**src/rtl/mod_99_6_rx_merge.sv**
```systemverilog
// mod_99_6_rx_merge: MAC Merge receive path, splits express/preemptable traffic and reassembles pMAC fragments
module mod_99_6_rx_merge #(
  parameter int MIN_PREAMBLE = 5
) (
  input  logic       clk,
  input  logic       reset_begin,
  input  logic       rx_dv,
  input  logic [7:0] rx_data,
  input  logic       rx_er,
  output logic       e_valid,
  output logic       e_sof,
  output logic       e_eof,
  output logic       e_err,
  output logic [7:0] e_data,
  output logic       p_valid,
  output logic       p_sof,
  output logic       p_eof,
  output logic       p_err,
  output logic [7:0] p_data,
  output logic       verify_rcv,
  output logic       respond_rcv,
  output logic       p_active,
  output logic [3:0] rx_state
);
  typedef enum logic [3:0] {
    IDLE, PREAMBLE, EXPRESS, P_DATA, P_FLUSH, FRAG_COUNT, VERIFY, RESPOND, DISCARD
  } state_t;
  localparam logic [2:0] MINP = 3'(MIN_PREAMBLE);
  function automatic logic [2:0] dec_s(input logic [7:0] b);
    return b == 8'hE6 ? 3'b100 : b == 8'h4C ? 3'b101 : b == 8'h7F ? 3'b110 : b == 8'hB3 ? 3'b111 : 3'b000;
  endfunction
  function automatic logic [2:0] dec_c(input logic [7:0] b);
    return b == 8'h61 ? 3'b100 : b == 8'h52 ? 3'b101 : b == 8'h9E ? 3'b110 : b == 8'h2A ? 3'b111 : 3'b000;
  endfunction
  function automatic logic [7:0] frag_code(input logic [1:0] n);
    return n == 2'd0 ? 8'hE6 : n == 2'd1 ? 8'h4C : n == 2'd2 ? 8'h7F : 8'hB3;
  endfunction
  function automatic logic [31:0] crc8(input logic [31:0] c, input logic [7:0] d);
    logic [31:0] x;
    x = c;
    for (int i = 0; i < 8; i++) x = (x >> 1) ^ ((x[0] ^ d[i]) ? 32'hEDB88320 : 32'h0);
    return x;
  endfunction
  state_t      r_state, w_state;
  logic [2:0]  r_pre_cnt, w_pre_cnt, r_hcnt, w_hcnt;
  logic [1:0]  r_p_frame, w_p_frame, r_exp_frag, w_exp_frag, r_fcnt, w_fcnt;
  logic [31:0] r_crc, w_crc, r_hold, w_hold;
  logic        r_p_active, w_p_active, r_psof, w_psof;
  logic [7:0]  r_e_byte, w_e_byte;
  logic        r_e_full, w_e_full, r_e_first, w_e_first;
  logic        w_ev, w_esof, w_eeof, w_eerr, w_pv, w_psof_o, w_peof, w_perr, w_vr, w_rr;
  logic [7:0]  w_edata, w_pdata;
  logic        w_pop, w_pabort;
  state_t      w_done;
  logic [2:0]  w_s, w_c;
  logic [31:0] w_fcs, w_crc_pop;
  assign w_s       = dec_s(rx_data);
  assign w_c       = dec_c(rx_data);
  assign w_fcs     = ~r_crc;
  assign w_crc_pop = crc8(r_crc, r_hold[7:0]);
  assign w_done    = rx_dv ? DISCARD : IDLE;
  assign p_active  = r_p_active;
  assign rx_state  = r_state;
  // next-state, datapath updates and output strobes
  always_comb begin
    w_state = r_state;
    w_pre_cnt = r_pre_cnt;
    w_p_frame = r_p_frame;
    w_exp_frag = r_exp_frag;
    w_crc = r_crc;
    w_hold = r_hold;
    w_hcnt = r_hcnt;
    w_fcnt = r_fcnt;
    w_p_active = r_p_active;
    w_psof = r_psof;
    w_e_byte = r_e_byte;
    w_e_full = r_e_full;
    w_e_first = r_e_first;
    {w_ev, w_esof, w_eeof, w_eerr} = 4'b0;
    w_edata = 8'h00;
    {w_pv, w_psof_o, w_peof, w_perr} = 4'b0;
    w_pdata = 8'h00;
    w_vr = 1'b0;
    w_rr = 1'b0;
    w_pop = 1'b0;
    w_pabort = 1'b0;
    case (r_state)
      IDLE: if (rx_dv) begin
        w_state = (rx_data == 8'h55 && !rx_er) ? PREAMBLE : DISCARD;
        w_pre_cnt = 3'd1;
      end
      PREAMBLE: if (!rx_dv) w_state = IDLE;
      else if (rx_er) w_state = DISCARD;
      else if (rx_data == 8'h55) w_pre_cnt = r_pre_cnt == 3'd7 ? 3'd7 : r_pre_cnt + 3'd1;
      else if (r_pre_cnt < MINP) w_state = DISCARD;
      else if (rx_data == 8'hD5) begin
        w_state = EXPRESS;
        w_e_first = 1'b1;
        w_e_full = 1'b0;
      end
      else if (rx_data == 8'h07) w_state = VERIFY;
      else if (rx_data == 8'h19) w_state = RESPOND;
      else if (w_s[2]) begin
        {w_pv, w_peof, w_perr} = {3{r_p_active}};
        w_p_frame = w_s[1:0];
        w_exp_frag = 2'd0;
        w_crc = '1;
        w_p_active = 1'b1;
        w_psof = 1'b1;
        w_hcnt = 3'd0;
        w_state = P_DATA;
      end
      else if (w_c[2] && r_p_active && w_c[1:0] == r_p_frame) w_state = FRAG_COUNT;
      else begin
        w_pabort = w_c[2];
        w_state = DISCARD;
      end
      FRAG_COUNT: if (rx_dv && !rx_er && rx_data == frag_code(r_exp_frag)) begin
        w_exp_frag = r_exp_frag + 2'd1;
        w_hcnt = 3'd0;
        w_state = P_DATA;
      end else begin
        w_pabort = 1'b1;
        w_state = w_done;
      end
      EXPRESS: if (!rx_dv) begin
        {w_ev, w_eeof} = {2{r_e_full}};
        w_esof = r_e_full & r_e_first;
        w_edata = r_e_full ? r_e_byte : 8'h00;
        w_state = IDLE;
      end else if (rx_er) begin
        {w_ev, w_eeof, w_eerr} = 3'b111;
        w_state = DISCARD;
      end else begin
        w_e_byte = rx_data;
        w_e_full = 1'b1;
        w_ev = r_e_full;
        w_esof = r_e_full & r_e_first;
        w_edata = r_e_full ? r_e_byte : 8'h00;
        w_e_first = r_e_first & ~r_e_full;
      end
      P_DATA: if (!rx_dv) begin
        w_state = P_FLUSH;
        w_fcnt = 2'd0;
      end else if (rx_er) begin
        w_pabort = 1'b1;
        w_state = DISCARD;
      end else begin
        w_hold = {rx_data, r_hold[31:8]};
        w_pop = r_hcnt == 3'd4;
        w_hcnt = r_hcnt == 3'd4 ? r_hcnt : r_hcnt + 3'd1;
      end
      P_FLUSH: if (r_fcnt == 2'd0 && r_hcnt != 3'd4) begin
        w_pabort = 1'b1;
        w_state = w_done;
      end else if (r_fcnt == 2'd0 && r_hold == (w_fcs ^ 32'hFFFF0000)) w_state = w_done;
      else begin
        w_pop = 1'b1;
        w_hold = {8'h00, r_hold[31:8]};
        w_fcnt = r_fcnt + 2'd1;
        if (r_fcnt == 2'd3) begin
          w_peof = 1'b1;
          w_p_active = 1'b0;
          w_state = w_done;
        end
      end
      VERIFY, RESPOND: if (!rx_dv) begin
        w_vr = r_state == VERIFY;
        w_rr = r_state == RESPOND;
        w_state = IDLE;
      end else if (rx_er) w_state = DISCARD;
      default: if (!rx_dv) w_state = IDLE;
    endcase
    if (w_pop) begin
      w_pv = 1'b1;
      w_pdata = r_hold[7:0];
      w_psof_o = r_psof;
      w_psof = 1'b0;
      w_crc = w_crc_pop;
    end
    if (w_pabort) begin
      {w_pv, w_peof, w_perr} = {3{r_p_active}};
      w_p_active = 1'b0;
    end
  end
  // state register
  always_ff @(posedge clk or posedge reset_begin)
    if (reset_begin) r_state <= IDLE;
    else r_state <= w_state;
  // datapath registers and registered outputs
  always_ff @(posedge clk or posedge reset_begin)
    if (reset_begin) begin
      r_pre_cnt <= 3'd0;
      r_p_frame <= 2'd0;
      r_exp_frag <= 2'd0;
      r_crc <= 32'hFFFFFFFF;
      r_hold <= 32'h0;
      r_hcnt <= 3'd0;
      r_fcnt <= 2'd0;
      r_p_active <= 1'b0;
      r_psof <= 1'b0;
      r_e_byte <= 8'h00;
      r_e_full <= 1'b0;
      r_e_first <= 1'b0;
      {e_valid, e_sof, e_eof, e_err} <= 4'b0;
      e_data <= 8'h00;
      {p_valid, p_sof, p_eof, p_err} <= 4'b0;
      p_data <= 8'h00;
      verify_rcv <= 1'b0;
      respond_rcv <= 1'b0;
    end else begin
      r_pre_cnt <= w_pre_cnt;
      r_p_frame <= w_p_frame;
      r_exp_frag <= w_exp_frag;
      r_crc <= w_crc;
      r_hold <= w_hold;
      r_hcnt <= w_hcnt;
      r_fcnt <= w_fcnt;
      r_p_active <= w_p_active;
      r_psof <= w_psof;
      r_e_byte <= w_e_byte;
      r_e_full <= w_e_full;
      r_e_first <= w_e_first;
      {e_valid, e_sof, e_eof, e_err} <= {w_ev, w_esof, w_eeof, w_eerr};
      e_data <= w_edata;
      {p_valid, p_sof, p_eof, p_err} <= {w_pv, w_psof_o, w_peof, w_perr};
      p_data <= w_pdata;
      verify_rcv <= w_vr;
      respond_rcv <= w_rr;
    end
endmodule

```
**config.mk**
```make
export PLATFORM = sky130hd
export DESIGN_NAME = mod_99_6_rx_merge
export DESIGN_NICKNAME = d
export VERILOG_FILES = /design/src/rtl/mod_99_6_rx_merge.sv
export SDC_FILE = /design/constraint.sdc
export NUM_CORES = 1
export LEC_CHECK = 0
export BUFFER_PORTS_ARGS = -buffer_cell sky130_fd_sc_hd__buf_2
export CAP_MARGIN = 10
export CORE_UTILIZATION = 50
export CTS_CLUSTER_DIAMETER = 200
export DETAILED_ROUTE_END_ITERATION = 6
export PLACE_DENSITY = 0.73
export SYNTH_ARGS = -nofsm -noshare
export SYNTH_HDL_FRONTEND = slang
export SYNTH_SLANG_ARGS = --single-unit
```
**constraint.sdc**
```tcl
create_clock -name clk -period 9 [get_ports clk]
set_clock_uncertainty 0.05 [all_clocks]
set_input_delay 0.9 -clock clk [delete_from_list [all_inputs] [get_ports clk]]
set_output_delay 0.9 -clock clk [all_outputs]
set_load 0.01 [all_outputs]
```
==> results.py, run 1 <==
metrics = {
    "status": {
        "status": "completed",
    },
    "setup_path": {
        "worst-path-stages": 10,
        "reg2reg_from": "r_crc[5]",
        "cp_common_cell": "nand4_1",
        "worstPathArrival_ns": 3.60,
        "cp-startpoint": "r_crc[5]",
        "path_delay_family": "compound AO/OA/AOI/OAI gates",
        "crit_fanout": 32,
        "critPathLaunchType": "register",
        "path_class": "register to register",
        "required_ns": 9.24,
        "critical_path.slowest_cell": "dfstp_2",
        "cp_cell_sequence": "xor2_2 > ha_1 > nand4_1 > nor2_1 > nand4_1 > o31ai_2 > o21ai_1 > o21ai_2 > buf_4 > mux2_1",
        "r2r_setup_slack_ns": 5.64,
        "path_buf_inv": 1,
        "crit_path_end": "r_hold[20]",
        "reg2reg_depth": 10,
        "max_stage_delay_ns": 0.55,
        "rr_endpoint": "r_hold[20]",
        "endpoint_kind": "register",
    },
    "logic_synthesis": {
        "synth_ff_type": "dfrtp_1",
        "ys_seq_area_frac": 0.467,
        "ys_types": 65,
        "async_flop_share": 1.00,
        "synth_area_um2": 6410,
        "ys_warn_count": 0,
        "synth_edf_count": 0,
        "netlist_instances": 590,
        "synth-seq-cells": 118,
        "syn_nets": 615,
        "avgSynthCellArea_um2": 10.9,
    },
    "clock_tree": {
        "cts_resized": 0,
        "cts_tree": "done",
        "cts_post_setup_buffers_inserted": 0,
        "cts_hold_buf": 0,
        "cts_root_buffer": "clkbuf_16",
        "htree_levels": 4,
        "cts_buffers": 17,
        "worstSkewPairLatency_ns": 0.43,
        "clk_pin_slew_ns": 0.05,
        "clockBufferDepth": 2,
        "cts.sinks": 118,
    },
    "sta": {
        "post-route-min-period_ns": 3.36,
        "worstMarginPinSlew_ns": 0.907,
        "finalMaxSlewViolations": 0,
        "hold_violations": 0,
        "slew_headroom": 0.395,
        "rsz0062_at_grt": "false",
        "post-route-period-util": 0.373,
        "fin_tns_setup_ns": 0,
        "fmax_mhz": 298,
        "setup_viol": 0,
        "timing.final.ws_setup_ns": 5.64,
    },
    "routing": {
        "drtIter0Drc": 353,
        "drt_pre_antenna_iters": 5,
        "route.detailed.drc": 0,
        "routed_wl_mm": 14.2,
        "wire_per_inst_um": 17.6,
        "via_per_inst": 5.70,
        "postRouteAntennaNets": 0,
        "num_vias": 4601,
    },
    "grt": {
        "track_usage": 0.234,
        "grt_pass1_vias": 4719,
        "grt_pass1_wl_mm": 23.5,
        "antenna_found_initial": 0,
        "grt_max_degree": 76,
        "grt.overflow.total": 0,
    },
    "power_and_ir_drop": {
        "swShare": 0.219,
        "switching_power_mw": 0.285,
        "seq_power_share": 0.422,
        "clkPwrFrac": 0.533,
        "p_leak_nw": 3.25,
        "intPower_mw": 1.01,
        "p_per_area_nw_per_um2": 177,
        "ir_worst_vdd_uv": 190,
        "pwr-share-comb": 0.045,
    },
    "die": {
        "ioPinCount": 43,
        "die_y_um": 115,
        "num_rows": 40,
        "coreArea_um2": 12300,
        "dieArea_um2": 13300,
        "floorplan.initialDensity": 0.523,
        "die_w_um": 115,
    },
    "cells_and_area": {
        "layout-drive-gt1-share": 0.235,
        "synthToLayoutAreaGrowth_pct": 14.3,
        "nFillCells": 1005,
        "antenna_cells": 0,
        "final_cell_mix": "86 x dfrtp_1, 54 x xnor2_1, 42 x buf_2",
        "instances_no_fill": 807,
        "nets": 651,
        "mostFrequentLayoutCell": "dfrtp_1",
        "final_util": 0.598,
    },
    "placed_design": {
        "portBuffers": 42,
        "dpl.cell_count": 775,
        "gp_congestion": 0.910,
        "dp_worst_setup_slack_ns": 5.72,
        "hpwl_mm": 9.61,
    },
    "run": {
        "maxCapViolations": 0,
    },
    "hold_path": {
        "hold_path.class": "register to register",
    },
}
[worst register-to-register path, cell delays in order (launching register included)]
cell	delay [ns]
dfstp_2	0.55
xor2_2	0.46
ha_1	0.26
nand4_1	0.09
nor2_1	0.13
nand4_1	0.12
o31ai_2	0.47
o21ai_1	0.21
o21ai_2	0.11
buf_4	0.39
mux2_1	0.40
[final cells by class]
type / instances / area (um^2) / area share
well taps: 168 / 210 / 0.0287
inverters: 19 / 73.8 / 0.0101
clock buffers: 22 / 484 / 0.0661
repair buffers: 46 / 240 / 0.0328
multi-input cells: 424 / 3200 / 0.437
flip-flops and latches: 118 / 2990 / 0.408
clock inverters: 10 / 125 / 0.0171
[metrics by stage]
step / hold slack [ns] / power [mW] / instance area (um^2)
after floorplan: 0.396 / 0.594 / 6410
after global placement: 0.404 / 0.610 / 6720
after detailed placement: 0.411 / 0.613 / 6720
after CTS: 0.430 / 1.31 / 7330
after global routing: 0.450 / 1.34 / 7330
final: 0.426 / 1.30 / 7330
[worst min path at each step]
stage | cells past startpoint | startpoint | slack (ns) | end
floorplan | 1 | r_e_first | 0.40 | e_sof
global placement | 1 | r_e_byte[4] | 0.40 | e_data[4]
detailed placement | 1 | r_e_first | 0.41 | e_sof
CTS | 1 | r_e_byte[2] | 0.43 | e_data[2]
global route | 1 | r_e_byte[4] | 0.45 | e_data[4]
finish | 1 | r_e_byte[2] | 0.43 | e_data[2]
[flip-flops by register name (all words and copies together), names as in the netlist, 2 cells and up]
signal and count:
r_pre_cnt 3, r_fcnt 2, r_hcnt 3, r_crc 32, p_data 8, rx_state 4
r_e_byte 8, r_exp_frag 2, r_p_frame 2, r_hold 32, e_data 8
[cells by family (layout without fill, tap and decap cells)]
| family | after synthesis | in the layout | share of synthesized area |
|---|---|---|---|
| AND/OR/NAND/NOR | 169 | 169 | 0.148 |
| buffers and inverters | 48 | 97 | 0.0355 |
| AO/OA/AOI/OAI | 107 | 107 | 0.110 |
| flip-flops | 118 | 118 | 0.467 |
| XOR/XNOR | 99 | 99 | 0.151 |
| multiplexers | 36 | 36 | 0.0629 |
| adder cells (fa/ha/maj) | 13 | 13 | 0.0254 |
[cell usage after synthesis, drive strengths merged, types with 2 or more instances]
cell,instances,area share
nand2,25,0.015
a311o,2,0.0031
nor2,27,0.016
nor2b,7,0.0068
mux2,34,0.060
a32oi,2,0.0027
mux2i,2,0.0031
a21boi,2,0.0023
a22o,12,0.016
nand3b,3,0.0035
nor4b,3,0.0070
o31ai,2,0.0031
xor2,39,0.060
a21oi,38,0.030
a31oi,2,0.0020
dfstp,32,0.13
nor4,6,0.0059
and3,2,0.0020
nand3,11,0.0086
nor4bb,2,0.0031
and4b,3,0.0047
inv,19,0.011
nor3,40,0.032
clkbuf,11,0.0064
dfrtp,86,0.34
o22ai,2,0.0020
o21ai,24,0.020
nand2b,5,0.0049
ha,13,0.025
and4bb,3,0.0059
o211ai,8,0.0094
xnor2,60,0.091
and2,23,0.023
nand4,4,0.0039
buf,18,0.018
a211oi,3,0.0055
[power by group through the flow]
stage	clock, mW	combinational [mW]	sequential (mW)
after global placement	0	0.0555	0.555
after global routing	0.729	0.0659	0.549
after floorplan	0	0.0451	0.549
after CTS	0.702	0.0581	0.548
after detailed placement	0	0.0572	0.556
final	0.693	0.0583	0.548
[layer usage]
metal,global-route usage,up-vias,wire (um)
li1,-,2127,-
met1,0.293,2288,5980
met2,0.392,170,7200
met3,0.0564,16,877
met4,0.0918,0,169
met5,0,-,0
Note: power is estimated with default switching activity, not from simulation.
==> run 2: changes to the inputs <==
==> constraint.sdc (replaced) <==
create_clock -name clk -period 3.4 [get_ports clk]
set_clock_uncertainty 0.05 [all_clocks]
set_input_delay 0.34 -clock clk [delete_from_list [all_inputs] [get_ports clk]]
set_output_delay 0.34 -clock clk [all_outputs]
set_load 0.01 [all_outputs]
==> results.py, run 2 (synthesized netlist as in run 1, its figures left out) <==
metrics = {
    "status": {
        "status": "finished, violations left",
        "violations": "hold timing",
    },
    "sta": {
        "worstMarginPinSlew_ns": 0.756,
        "whs_ns": -0.00327,
        "finalMaxSlewViolations": 0,
        "fin_tns_setup_ns": 0,
        "rsz0062_at_grt": "false",
        "setup_viol": 0,
        "post-route-period-util": 0.880,
        "slew_headroom": 0.495,
        "post-route-min-period_ns": 2.99,
        "hold_violations": 7,
        "fmax_mhz": 334,
    },
    "cells_and_area": {
        "layout-drive-gt1-share": 0.245,
        "reg_top3": "r_crc: 32 flops, r_hold: 32 flops",
        "nets": 658,
        "synthToLayoutAreaGrowth_pct": 14.8,
        "mostFrequentLayoutCell": "dfrtp_1",
        "nFillCells": 1025,
        "final_cell_mix": "86 x dfrtp_1, 54 x xnor2_1, 42 x buf_2",
        "instances_no_fill": 814,
        "fin_area_um2": 7360,
        "antenna_cells": 0,
    },
    "clock_tree": {
        "htree_levels": 4,
        "clk_pin_slew_ns": 0.06,
        "cts_hold_buf": 0,
        "cts.sinks": 118,
        "cts_tree": "done",
        "clockBufferDepth": 2,
        "cts_resized": 0,
        "cts_post_setup_buffers_inserted": 0,
        "cts_root_buffer": "clkbuf_16",
        "worstSkewPairLatency_ns": 0.42,
        "cts_buffers": 17,
    },
    "power_and_ir_drop": {
        "p_per_area_nw_per_um2": 452,
        "switching_power_mw": 0.837,
        "pwr-share-comb": 0.047,
        "finalPower_mw": 3.32,
        "swShare": 0.252,
        "intPower_mw": 2.49,
        "clkPwrFrac": 0.517,
        "ir_worst_vdd_uv": 318,
        "p_leak_nw": 3.25,
        "seq_power_share": 0.436,
    },
    "die": {
        "die_w_um": 115,
        "floorplan.initialDensity": 0.523,
        "num_rows": 40,
        "coreArea_um2": 12300,
        "dieArea_um2": 13300,
        "ioPinCount": 43,
        "die_y_um": 115,
    },
    "setup_path": {
        "required_ns": 3.65,
        "endpoint_kind": "register",
        "path_class": "register to register",
        "critPathLaunchType": "register",
        "crit_fanout": 29,
        "worstPathArrival_ns": 3.24,
        "r2r_setup_slack_ns": 0.41,
    },
    "placed_design": {
        "gp_congestion": 0.905,
        "place_area_um2": 6790,
        "dpl.cell_count": 782,
        "hpwl_mm": 9.85,
        "portBuffers": 42,
    },
    "routing": {
        "route.detailed.drc": 0,
        "postRouteAntennaNets": 0,
        "via_per_inst": 5.63,
        "num_vias": 4582,
        "drt_pre_antenna_iters": 4,
        "drtIter0Drc": 285,
        "routed_wl_mm": 14.4,
        "wire_per_inst_um": 17.7,
    },
    "run": {
        "maxCapViolations": 0,
    },
    "grt": {
        "gr-usage-met3": 0.0580,
        "grt_max_degree": 85,
        "use_met2": 0.411,
        "busiest_layer": "met2",
        "grt.overflow.total": 0,
        "grt_pass1_wl_mm": 24.2,
        "track_usage": 0.243,
        "grt.met1_usage": 0.302,
        "grt_pass1_vias": 4745,
        "antenna_found_initial": 0,
    },
    "hold_path": {
        "hold_path.class": "primary input to asynchronous set/reset pin",
    },
}
## run 2: changes by cell type in the layout (fill, tap and decap cells not counted), sizes merged
cell	previous run	this run
clkinvlp	0	3
inv	19	23
clkbuf	22	17
bufinv	3	1
buf	46	53
## run 2: per-stage QoR
| step | setup WS [ns] | utilization | hold WS (ns) |
|---|---|---|---|
| CTS | 0.413 | 0.600 | 0.00594 |
| finish | 0.409 | 0.600 | -0.00327 |
| floorplan | 0.721 | - | 0.396 |
| detailed placement | 0.449 | 0.553 | 0.409 |
| global route | 0.181 | 0.600 | 0.0501 |
| global placement | 0.530 | 0.553 | 0.404 |
## run 2: critical path, cell delays in order, from the launching register on
cell and delay (ns):
dfstp_2 0.56, xnor2_2 0.14, inv_1 0.14, ha_1 0.15
nand4_1 0.08, nor2_1 0.13, nand4_1 0.13, o31ai_2 0.46
o21ai_1 0.19, o21ai_2 0.08, buf_4 0.36, mux2_1 0.39
## run 2: cell type report
type	instances	area, um^2	share of cell area
Clock buffer	17	425	0.0578
Clock inverter	15	146	0.0199
Inverter	19	75.1	0.0102
Multi-Input combinational cell	424	3200	0.435
Sequential cell	118	2990	0.407
Tap cell	168	210	0.0286
Timing Repair Buffer	53	305	0.0415
## run 2: power by group through the flow
stage	clock, mW	sequential [mW]	combinational [mW]
final	1.72	1.45	0.157
after global routing	1.80	1.45	0.175
after CTS	1.74	1.45	0.155
after detailed placement	0	1.47	0.154
after global placement	0	1.47	0.150
after floorplan	0	1.45	0.120
## run 2: worst paths after layout
kind                              from    endpoint  depth (start not counted)
hold / removal             reset_begin  r_hold[28]                          2
min in group clk            rx_data[4]  r_hold[28]                          2
hold reg to reg            r_e_byte[2]   e_data[2]                          1
setup / recovery              r_crc[3]  r_hold[21]                         11
setup reg to reg              r_crc[3]  r_hold[21]                         11
max in group asynchronous  reset_begin   r_crc[26]                          3
## run 2: layer usage
layer | vias up | wire length (um)
met3 | 21 | 653
met2 | 123 | 7190
li1 | 2156 | -
met1 | 2282 | 6330
met4 | 0 | 209
met5 | - | 0
==> run 3: changes to the inputs <==
--- a/config.mk
+++ b/config.mk
@@ -7,10 +7,12 @@
 export LEC_CHECK = 0
 export BUFFER_PORTS_ARGS = -buffer_cell sky130_fd_sc_hd__buf_2
 export CAP_MARGIN = 10
-export CORE_UTILIZATION = 50
+export CELL_PAD_IN_SITES_DETAIL_PLACEMENT = 1
+export CELL_PAD_IN_SITES_GLOBAL_PLACEMENT = 2
+export CORE_UTILIZATION = 41
 export CTS_CLUSTER_DIAMETER = 200
 export DETAILED_ROUTE_END_ITERATION = 6
-export PLACE_DENSITY = 0.73
+export PLACE_DENSITY = 0.86
 export SYNTH_ARGS = -nofsm -noshare
 export SYNTH_HDL_FRONTEND = slang
 export SYNTH_SLANG_ARGS = --single-unit
==> results.py, run 3 (synthesized netlist as in run 1, its figures left out) <==
metrics = {
    "sta": {
        "finalMaxSlewViolations": 0,
        "timing.final.ws_setup_ns": 0.530,
        "post-route-period-util": 0.844,
        "fin_tns_setup_ns": 0,
        "rsz0062_at_grt": "false",
        "whs_ns": 0.0458,
        "worstMarginPinSlew_ns": 0.867,
        "fmax_mhz": 348,
        "hold_violations": 0,
        "setup_viol": 0,
        "post-route-min-period_ns": 2.87,
        "slew_headroom": 0.421,
    },
    "placed_design": {
        "portBuffers": 42,
        "gp_congestion": 0.839,
        "dp_worst_setup_slack_ns": 0.553,
        "hpwl_mm": 11.3,
        "place_area_um2": 6830,
    },
    "cells_and_area": {
        "final_cell_mix": "86 x dfrtp_1, 54 x xnor2_1, 42 x buf_2",
        "synthToLayoutAreaGrowth_pct": 15.9,
        "reg_top3": "r_crc: 32 flops, r_hold: 32 flops",
        "layout-drive-gt1-share": 0.240,
        "mostFrequentLayoutCell": "dfrtp_1",
        "antenna_cells": 0,
        "nFillCells": 1671,
        "fin_area_um2": 7430,
        "nets": 657,
    },
    "routing": {
        "top_layer": "met4",
        "wl_met3_um": 582,
        "route.detailed.drc": 0,
        "via_per_inst": 5.47,
        "routed_wl_mm": 16.1,
        "drt_pre_antenna_iters": 5,
        "postRouteAntennaNets": 0,
        "num_vias": 4556,
        "drtIter0Drc": 190,
        "met1_length_mm": 7.38,
        "dr_wl_met2_mm": 7.95,
        "wire_per_inst_um": 19.3,
    },
    "setup_path": {
        "path_class": "register to register",
        "crit_fanout": 32,
        "critPathLaunchType": "register",
        "max_stage_delay_ns": 0.55,
        "cp_common_cell": "nand4_1",
        "critical_path.slowest_cell": "dfstp_2",
        "reg2reg_depth": 11,
        "endpoint_kind": "register",
        "required_ns": 3.64,
        "cp_cell_sequence": "xnor2_2 > inv_1 > ha_1 > nand4_1 > nor2_1 > nand4_1 > o31ai_2 > o21ai_1 > o21ai_2 > buf_12 > mux2_1",
        "worstPathArrival_ns": 3.11,
    },
    "power_and_ir_drop": {
        "p_leak_nw": 3.26,
        "intPower_mw": 2.64,
        "p_per_area_nw_per_um2": 467,
        "finalPower_mw": 3.47,
        "pwr-share-comb": 0.049,
        "swShare": 0.240,
        "switching_power_mw": 0.832,
        "seq_power_share": 0.418,
        "clkPwrFrac": 0.533,
        "ir_worst_vdd_uv": 313,
    },
    "clock_tree": {
        "cts_hold_buf": 0,
        "htree_levels": 4,
        "cts_resized": 0,
        "cts_post_setup_buffers_inserted": 0,
        "clk_pin_slew_ns": 0.06,
        "worstSkewPairLatency_ns": 0.42,
        "cts_tree": "done",
        "cts_root_buffer": "clkbuf_16",
        "clockBufferDepth": 2,
        "cts.sinks": 118,
        "cts_buffers": 17,
    },
    "grt": {
        "grt_max_degree": 76,
        "track_usage": 0.218,
        "grt_pass1_wl_mm": 26.8,
        "grt_pass1_vias": 5040,
        "antenna_found_initial": 0,
        "grt.overflow.total": 0,
    },
    "die": {
        "die_w_um": 127,
        "die_y_um": 127,
        "ioPinCount": 43,
        "dieArea_um2": 16100,
        "floorplan.initialDensity": 0.422,
        "num_rows": 45,
        "coreArea_um2": 15200,
    },
    "run": {
        "maxCapViolations": 0,
    },
    "status": {
        "status": "completed",
    },
    "hold_path": {
        "hold_path.class": "primary input to asynchronous set/reset pin",
    },
}
-- run 3: cell count changes in the layout (fill, tap and decap cells not counted) --
cell,before,now
clkinv_4,6,1
buf_4,10,7
buf_12,1,3
bufinv_16,1,3
clkbuf_1,0,2
clkinvlp_4,3,4
-- run 3: layout make-up --
cell class / count / area [um^2] / area share
clock buffer: 19 / 433 / 0.0582
clock inverter: 13 / 170 / 0.0229
inverter: 19 / 75.1 / 0.0101
multi-input combinational: 424 / 3200 / 0.431
sequential: 118 / 2990 / 0.403
tap: 188 / 235 / 0.0316
timing repair buffer: 52 / 323 / 0.0434
-- run 3: final timing paths --
check | startpoint | endpoint | slack (ns)
worst min register to register | r_psof | p_sof | 0.43
worst min-delay path | reset_begin | r_e_byte[5] | 0.05
worst max register to register | r_crc[3] | r_hold[17] | 0.53
max in group asynchronous | reset_begin | r_crc[3] | 2.40
worst max-delay path | r_crc[3] | r_hold[17] | 0.53
min in group clk | rx_er | e_err | 0.23
-- run 3: critical path, delay by kind of cell, from the launching register on --
family	cells	cell delay (ns)
adders and majority gates	1	0.15
buffers and inverters	2	0.36
AOI/OAI and AO/OA	3	0.79
DFF	1	0.55
and+or+nand+nor	3	0.31
xor gates and xnor gates	1	0.15
muxes	1	0.36
-- run 3: per-stage QoR --
stage           util  cells
6_report       0.489    833
3_3_place_gp   0.449    801
2_1_floorplan      -    590
3_5_place_dp   0.449    801
5_1_grt        0.489    833
4_1_cts        0.489    833
-- run 3: power groups by stage --
stage | combinational [mW] | clock (mW) | sequential (mW)
after floorplan | 0.120 | 0 | 1.45
after global placement | 0.166 | 0 | 1.47
after detailed placement | 0.170 | 0 | 1.47
after CTS | 0.174 | 1.89 | 1.45
after global routing | 0.189 | 1.94 | 1.45
final | 0.170 | 1.85 | 1.45
-- run 3: layer usage --
metal  GRT usage  up-vias
li1            -     2138
met3      0.0456       18
met2       0.356       80
met1       0.286     2320
met5           0        -
met4      0.0819        0
